<file path="src/rtl/mem_access_unit.sv">
// MEM-stage load/store engine: takes one access from the EX/MEM register and
// issues it on a valid/ready data-memory bus. For a load it then waits for the
// read response and returns the lane-aligned, extended result. The pipeline is
// stalled while an access is in flight.
module mem_access_unit #(
   parameter int XLEN = 64
) (
   input  logic            clk,
   input  logic            rst,
   input  logic            regM_i_valid,
   input  logic [10:0]     regM_i_load_store_info,
   input  logic [XLEN-1:0] regM_i_alu_result,
   input  logic [XLEN-1:0] regM_i_regdata2,
   output logic            dmem_req_valid,
   input  logic            dmem_req_ready,
   output logic [XLEN-1:0] dmem_req_addr,
   output logic            dmem_req_wen,
   output logic [XLEN-1:0] dmem_req_wdata,
   output logic [7:0]      dmem_req_wstrb,
   input  logic            dmem_resp_valid,
   input  logic [XLEN-1:0] dmem_resp_rdata,
   output logic [XLEN-1:0] memory_o_rdata,
   output logic            memory_o_done,
   output logic            memory_o_stall,
   output logic            memory_o_misalign
);

   localparam logic [1:0] ST_IDLE = 2'd0;
   localparam logic [1:0] ST_REQ  = 2'd1;
   localparam logic [1:0] ST_RESP = 2'd2;
   localparam logic [1:0] ST_DONE = 2'd3;

   logic [1:0]      state_reg, state_next;
   logic [6:0]      ld_op_reg;      // one-hot load kind, bits [6:0] of info
   logic [2:0]      off_reg;        // byte offset inside the 8-byte word
   logic [XLEN-1:0] addr_reg;
   logic            wen_reg;
   logic [XLEN-1:0] wdata_reg;
   logic [7:0]      wstrb_reg;
   logic [XLEN-1:0] rdata_reg;
   logic            misalign_reg;

   logic            mem_op;
   logic            misaligned;
   logic            go_req;
   logic [2:0]      off;
   logic [7:0]      strb_base;
   logic [XLEN-1:0] shifted;
   logic [XLEN-1:0] load_ext;

   // Decode the incoming op: presence, alignment and base write strobe
   always_comb begin
      off        = regM_i_alu_result[2:0];
      mem_op     = regM_i_valid & (|regM_i_load_store_info);
      misaligned = ((regM_i_load_store_info[1] | regM_i_load_store_info[5] |
                     regM_i_load_store_info[8]) & off[0]) |
                   ((regM_i_load_store_info[2] | regM_i_load_store_info[6] |
                     regM_i_load_store_info[9]) & (|off[1:0])) |
                   ((regM_i_load_store_info[3] | regM_i_load_store_info[10]) & (|off));
      go_req     = mem_op & ~misaligned;
      strb_base  = 8'h00;
      if (regM_i_load_store_info[7])  strb_base = 8'h01;
      if (regM_i_load_store_info[8])  strb_base = 8'h03;
      if (regM_i_load_store_info[9])  strb_base = 8'h0F;
      if (regM_i_load_store_info[10]) strb_base = 8'hFF;
   end

   // Next-state logic; responses only count while waiting in RESP
   always_comb begin
      state_next = state_reg;
      case (state_reg)
         ST_IDLE: if (go_req)          state_next = ST_REQ;
         ST_REQ:  if (dmem_req_ready)  state_next = wen_reg ? ST_DONE : ST_RESP;
         ST_RESP: if (dmem_resp_valid) state_next = ST_DONE;
         default:                      state_next = ST_IDLE;
      endcase
   end

   // Bring the addressed bytes down to bit 0 and extend per load kind
   always_comb begin
      shifted  = dmem_resp_rdata >> {off_reg, 3'b000};
      load_ext = shifted;
      if (ld_op_reg[0]) load_ext = {{56{shifted[7]}},  shifted[7:0]};
      if (ld_op_reg[1]) load_ext = {{48{shifted[15]}}, shifted[15:0]};
      if (ld_op_reg[2]) load_ext = {{32{shifted[31]}}, shifted[31:0]};
      if (ld_op_reg[4]) load_ext = {56'd0, shifted[7:0]};
      if (ld_op_reg[5]) load_ext = {48'd0, shifted[15:0]};
      if (ld_op_reg[6]) load_ext = {32'd0, shifted[31:0]};
   end

   // State, latched request fields, load result and misalign pulse
   always_ff @(posedge clk or negedge rst) begin
      if (!rst) begin
         state_reg    <= ST_IDLE;
         ld_op_reg    <= '0;
         off_reg      <= '0;
         addr_reg     <= '0;
         wen_reg      <= 1'b0;
         wdata_reg    <= '0;
         wstrb_reg    <= '0;
         rdata_reg    <= '0;
         misalign_reg <= 1'b0;
      end else begin
         state_reg    <= state_next;
         misalign_reg <= (state_reg == ST_IDLE) & mem_op & misaligned;
         if (state_reg == ST_IDLE && go_req) begin
            ld_op_reg <= regM_i_load_store_info[6:0];
            off_reg   <= off;
            addr_reg  <= {regM_i_alu_result[XLEN-1:3], 3'b000};
            wen_reg   <= |regM_i_load_store_info[10:7];
            wdata_reg <= regM_i_regdata2 << {off, 3'b000};
            wstrb_reg <= strb_base << off;
         end
         if (state_reg == ST_RESP && dmem_resp_valid)
            rdata_reg <= load_ext;
      end
   end

   assign dmem_req_valid    = (state_reg == ST_REQ);
   assign dmem_req_addr     = addr_reg;
   assign dmem_req_wen      = wen_reg;
   assign dmem_req_wdata    = wdata_reg;
   assign dmem_req_wstrb    = wstrb_reg;
   assign memory_o_rdata    = rdata_reg;
   assign memory_o_done     = (state_reg == ST_DONE);
   assign memory_o_misalign = misalign_reg;
   assign memory_o_stall    = (state_reg == ST_REQ) | (state_reg == ST_RESP) |
                              ((state_reg == ST_IDLE) & go_req);

endmodule

</file>
<file path="config.mk">
export PLATFORM = sky130hd
export DESIGN_NAME = mem_access_unit
export DESIGN_NICKNAME = d
export VERILOG_FILES = /design/src/rtl/mem_access_unit.sv
export SDC_FILE = /design/constraint.sdc
export NUM_CORES = 1
export LEC_CHECK = 0
export CORE_AREA = 2 2 171 173
export DETAILED_ROUTE_END_ITERATION = 10
export DIE_AREA = 0 0 173 175
export PLACE_DENSITY = 0.78
export REMOVE_ABC_BUFFERS = 1
export SYNTH_ARGS = -nofsm -noshare
export SYNTH_HDL_FRONTEND = slang
export SYNTH_SLANG_ARGS = --single-unit
</file>
<file path="constraint.sdc">
create_clock -name clk -period 2.4 [get_ports clk]
set_clock_uncertainty 0.05 [all_clocks]
set_input_delay 0.48 -clock clk [delete_from_list [all_inputs] [get_ports clk]]
set_output_delay 0.48 -clock clk [all_outputs]
set_load 0.02 [all_outputs]
</file>
==> flow_metrics.env, run 1 <==
export IMPL_r2r_setup_slack_ps=130
export IMPL_hold_path_class="in2reg"
export IMPL_crit_arrival_ps=1820
export IMPL_die_h_um=175
export IMPL_design_core_area_um2=28400
export IMPL_synth_top_cell_by_area="dfrtp_1"
export IMPL_outcome="complete, no violations"
export IMPL_regArea_um2=5260
export IMPL_clk_latency_ps=530
export IMPL_cp_slowest_stage_delay_ps=440
export IMPL_pwr_share_seq_pct=28.8
export IMPL_rows=62
export IMPL_die_area_um2=30300
export IMPL_criticalPathCategory="in2out"
export IMPL_syn_inst=1246
export IMPL_netlist_top_cells_area="dfrtp_1 (45%), nand2_1 (11%), mux2i_1 (7.2%), mux4_2 (4.6%), mux2_2 (3.9%)"
export IMPL_fmax_mhz=425
export IMPL_drt_total_wl_um=43400
export IMPL_portBuffers=409
export IMPL_setup_viol=0
export IMPL_post_drt_wl_per_cell_um=20.7
export IMPL_synth_flop_cell="dfrtp_1"
export IMPL_gp_congestion=0.932
export IMPL_critical_path_endpoint_type="output pin"
export IMPL_vias_per_cell=5.64
export IMPL_rsz0062_at_grt="false"
export IMPL_crit_path_max_fanout=2
export IMPL_num_vias=11800
export IMPL_yosys_warnings=0
export IMPL_finalCritPeriodShare_pct=98.1
export IMPL_fin_hold_ws_ps=235
export IMPL_synth_cell_types=58
export IMPL_synth_top_area_share_pct=44.5
export IMPL_drive_above_1_share_pct=14.6
export IMPL_leakage_uw=0.00785
export IMPL_tns_ps=0
export IMPL_tightestPinTransition_ps=890
export IMPL_slew_viol_final=0
export IMPL_path_cells="dlygate4sd2_1, or4_4, o311ai_4, or3_4, nand2b_4, buf_6"
export IMPL_hpwlAfterDp_um=31200
export IMPL_ios=413
export IMPL_p_total_uw=21000
export IMPL_yosys_register_bits=210
export IMPL_vdd_drop_max_mv=0.699
export IMPL_drc=0
export IMPL_final_cell_area_um2=17800
export IMPL_maxCapViolations=0
export IMPL_tritoncts="done"
export IMPL_report_final_hold_viol_count=0
export IMPL_cts_buffers=24
export IMPL_switching_share_pct=39.6
export IMPL_ctsHtreeMaxLevel=1
export IMPL_slew_headroom_pct=40.5
export IMPL_multi_input_area_um2=6030
export IMPL_synth_edf_count=0
export IMPL_post_place_ws_ps=-681
export IMPL_synth_seq_area_share_pct=44.5
export IMPL_final_antenna_net_count=0
export IMPL_gr_total_overflow=0
export IMPL_clkSinkCount=210
export IMPL_period_needed_ps=2350
export IMPL_grt_pass1_vias=11900
export IMPL_die_x_um=173
export IMPL_avgSynthCellArea_um2=9.48
export IMPL_nets=1899
export IMPL_root_buffer="clkbuf_16"
export IMPL_worst_slack_ps=45.3
export IMPL_grt_usage_pct=27.2
export IMPL_initial_core_util_pct=41.6
export IMPL_grt_pass1_wl_um=65800
export IMPL_combPwrFrac_pct=52.6
export IMPL_internal_power_uw=12700
export IMPL_grt_start_max_net_pins=152
export IMPL_clk_pin_slew_ps=60
export IMPL_first_pass_iters=7
export IMPL_synth_async_sr_flop_share_pct=100
export IMPL_first_iter_violations=920
export IMPL_syn_area_um2=11800
export IMPL_placed_cell_area_um2=16800
export IMPL_p_switching_uw=8330
export IMPL_cp_required_ps=1870
export IMPL_start_kind="input pin"
export IMPL_antenna_found_initial=7
export IMPL_nFillCells=2314
export IMPL_area_delta_synth_final_pct=50.6
export IMPL_clockBufferDepth=3
export IMPL_clkPwrFrac_pct=18.6
export IMPL_crit_slowest_cell="or4_4"
export IMPL_power_per_cell_area_nw_per_um2=1180
Yosys cell counts, drive strengths merged (2+ instances only):
master and n:
o22a 6, nor3 5, or2 8, a2bb2oi 7, nand3 14, mux2i 85, a22oi 4, a22o 9
nand2b 3, o21a 16, and2 3, clkbuf 42, inv 11, nand2 339, nor2b 14, a211o 2
o21ai 78, or4 2, ha 5, or3 5, a31oi 10, o31ai 29, a21o 2, o2bb2ai 7
a211oi 18, mux2 41, o22ai 2, a21oi 40, dfrtp 210, buf 64, nor2 63, o221ai 11
a221o 39, o211ai 13, nand4 2, mux4 24
routing by layer:
| layer | wire length, µm | up-vias | track usage [%] |
|---|---|---|---|
| li1 | - | 5321 | - |
| met1 | 16000 | 5739 | 31.3 |
| met2 | 20900 | 614 | 46.6 |
| met3 | 4400 | 128 | 8.51 |
| met4 | 2040 | 6 | 12.3 |
| met5 | 37 | - | 0 |
through the flow:
| stage | util (%) | instances |
|---|---|---|
| 3_3_place_gp | 59.3 | 2037 |
| 4_1_cts | 62.4 | 2085 |
| 5_1_grt | 62.6 | 2092 |
| 3_5_place_dp | 59.3 | 2037 |
| 6_report | 62.6 | 2092 |
| 2_1_floorplan | - | 1142 |
cells by family after synthesis:
family / count (synthesis) / synth area share, %
AND/OR/NAND/NOR: 461 / 15.9
AO/OA/AOI/OAI: 302 / 18.5
flip-flops: 210 / 44.5
multiplexers: 150 / 15.7
buffers and inverters: 117 / 4.87
adder cells (fa/ha/maj): 5 / 0.530
other: 1 / 0.0318
layout make-up:
cell class | instances | share of cell area, %
multi-input cells | 921 | 33.9
flip-flops and latches | 210 | 29.6
repair buffers | 518 | 28.7
clock buffers | 37 | 4.05
well taps | 384 | 2.70
clock inverters | 7 | 0.711
inverters | 11 | 0.232
diodes | 4 | 0.0563
cell usage in the layout, fill, tap and decap left out, types with 7 or more instances in the layout:
cell	synthesis	final
a211oi_1	18	18
a21oi_1	39	38
a221o_1	39	39
a22o_1	9	9
a2bb2oi_1	7	7
a31oi_1	10	10
buf_12	0	15
buf_4	7	91
clkbuf_16	0	25
clkbuf_8	0	7
clkdlybuf4s50_1	0	392
dfrtp_1	210	208
inv_1	10	8
mux2_2	41	41
mux2i_1	85	85
mux4_2	24	24
nand2_1	339	338
nand3_1	14	14
nor2_1	63	62
nor2b_1	14	14
o211ai_1	13	13
o21a_1	16	16
o21ai_0	78	78
o221ai_1	11	11
o2bb2ai_1	7	7
o31ai_1	27	27
or2_2	8	8
path summary, 6_finish.rpt:
path                                            from                 end  cells after the start
max                        regM_i_load_store_info[0]      memory_o_stall                      6
min                        regM_i_load_store_info[5]        ld_op_reg[5]                      4
max reg2reg                               off_reg[1]  memory_o_rdata[37]                      7
min reg2reg                        dmem_req_wstrb[5]   dmem_req_wstrb[5]                      2
max in group asynchronous                        rst  memory_o_rdata[19]                      3
min in group asynchronous                        rst   memory_o_rdata[9]                      2
timing repair:
action | CTS | global route
endpoints found under the setup margin | 60 | 123
hold buffers | 1 | 0
resized for setup | 27 | 10
pin swaps | 6 | 5
setup buffers | 3 | 2
cloned | 0 | 1
hold endpoints to repair | 64 | 0
worst max-delay path: cells and delay by family:
family                 cells  cell delay (ps)
and+or+nand+nor            3              680
AOI/OAI and AO/OA          1              290
buffers and inverters      2              360
power groups by stage:
stage	clock, µW	combinational, µW	sequential [µW]
after floorplan	0	3790	7840
after global placement	0	10700	6020
after detailed placement	0	10900	6070
after CTS	3970	11000	6040
after global routing	4110	11800	6220
final	3900	11000	6060
Power figures use the tool's default switching activity.
==> run 2, diff against run 1 <==
Settings changed: CAP_MARGIN set to 40.
==> results of run 2 <==
Same layout as run 1: the final DEF is identical, and so are final timing and power.
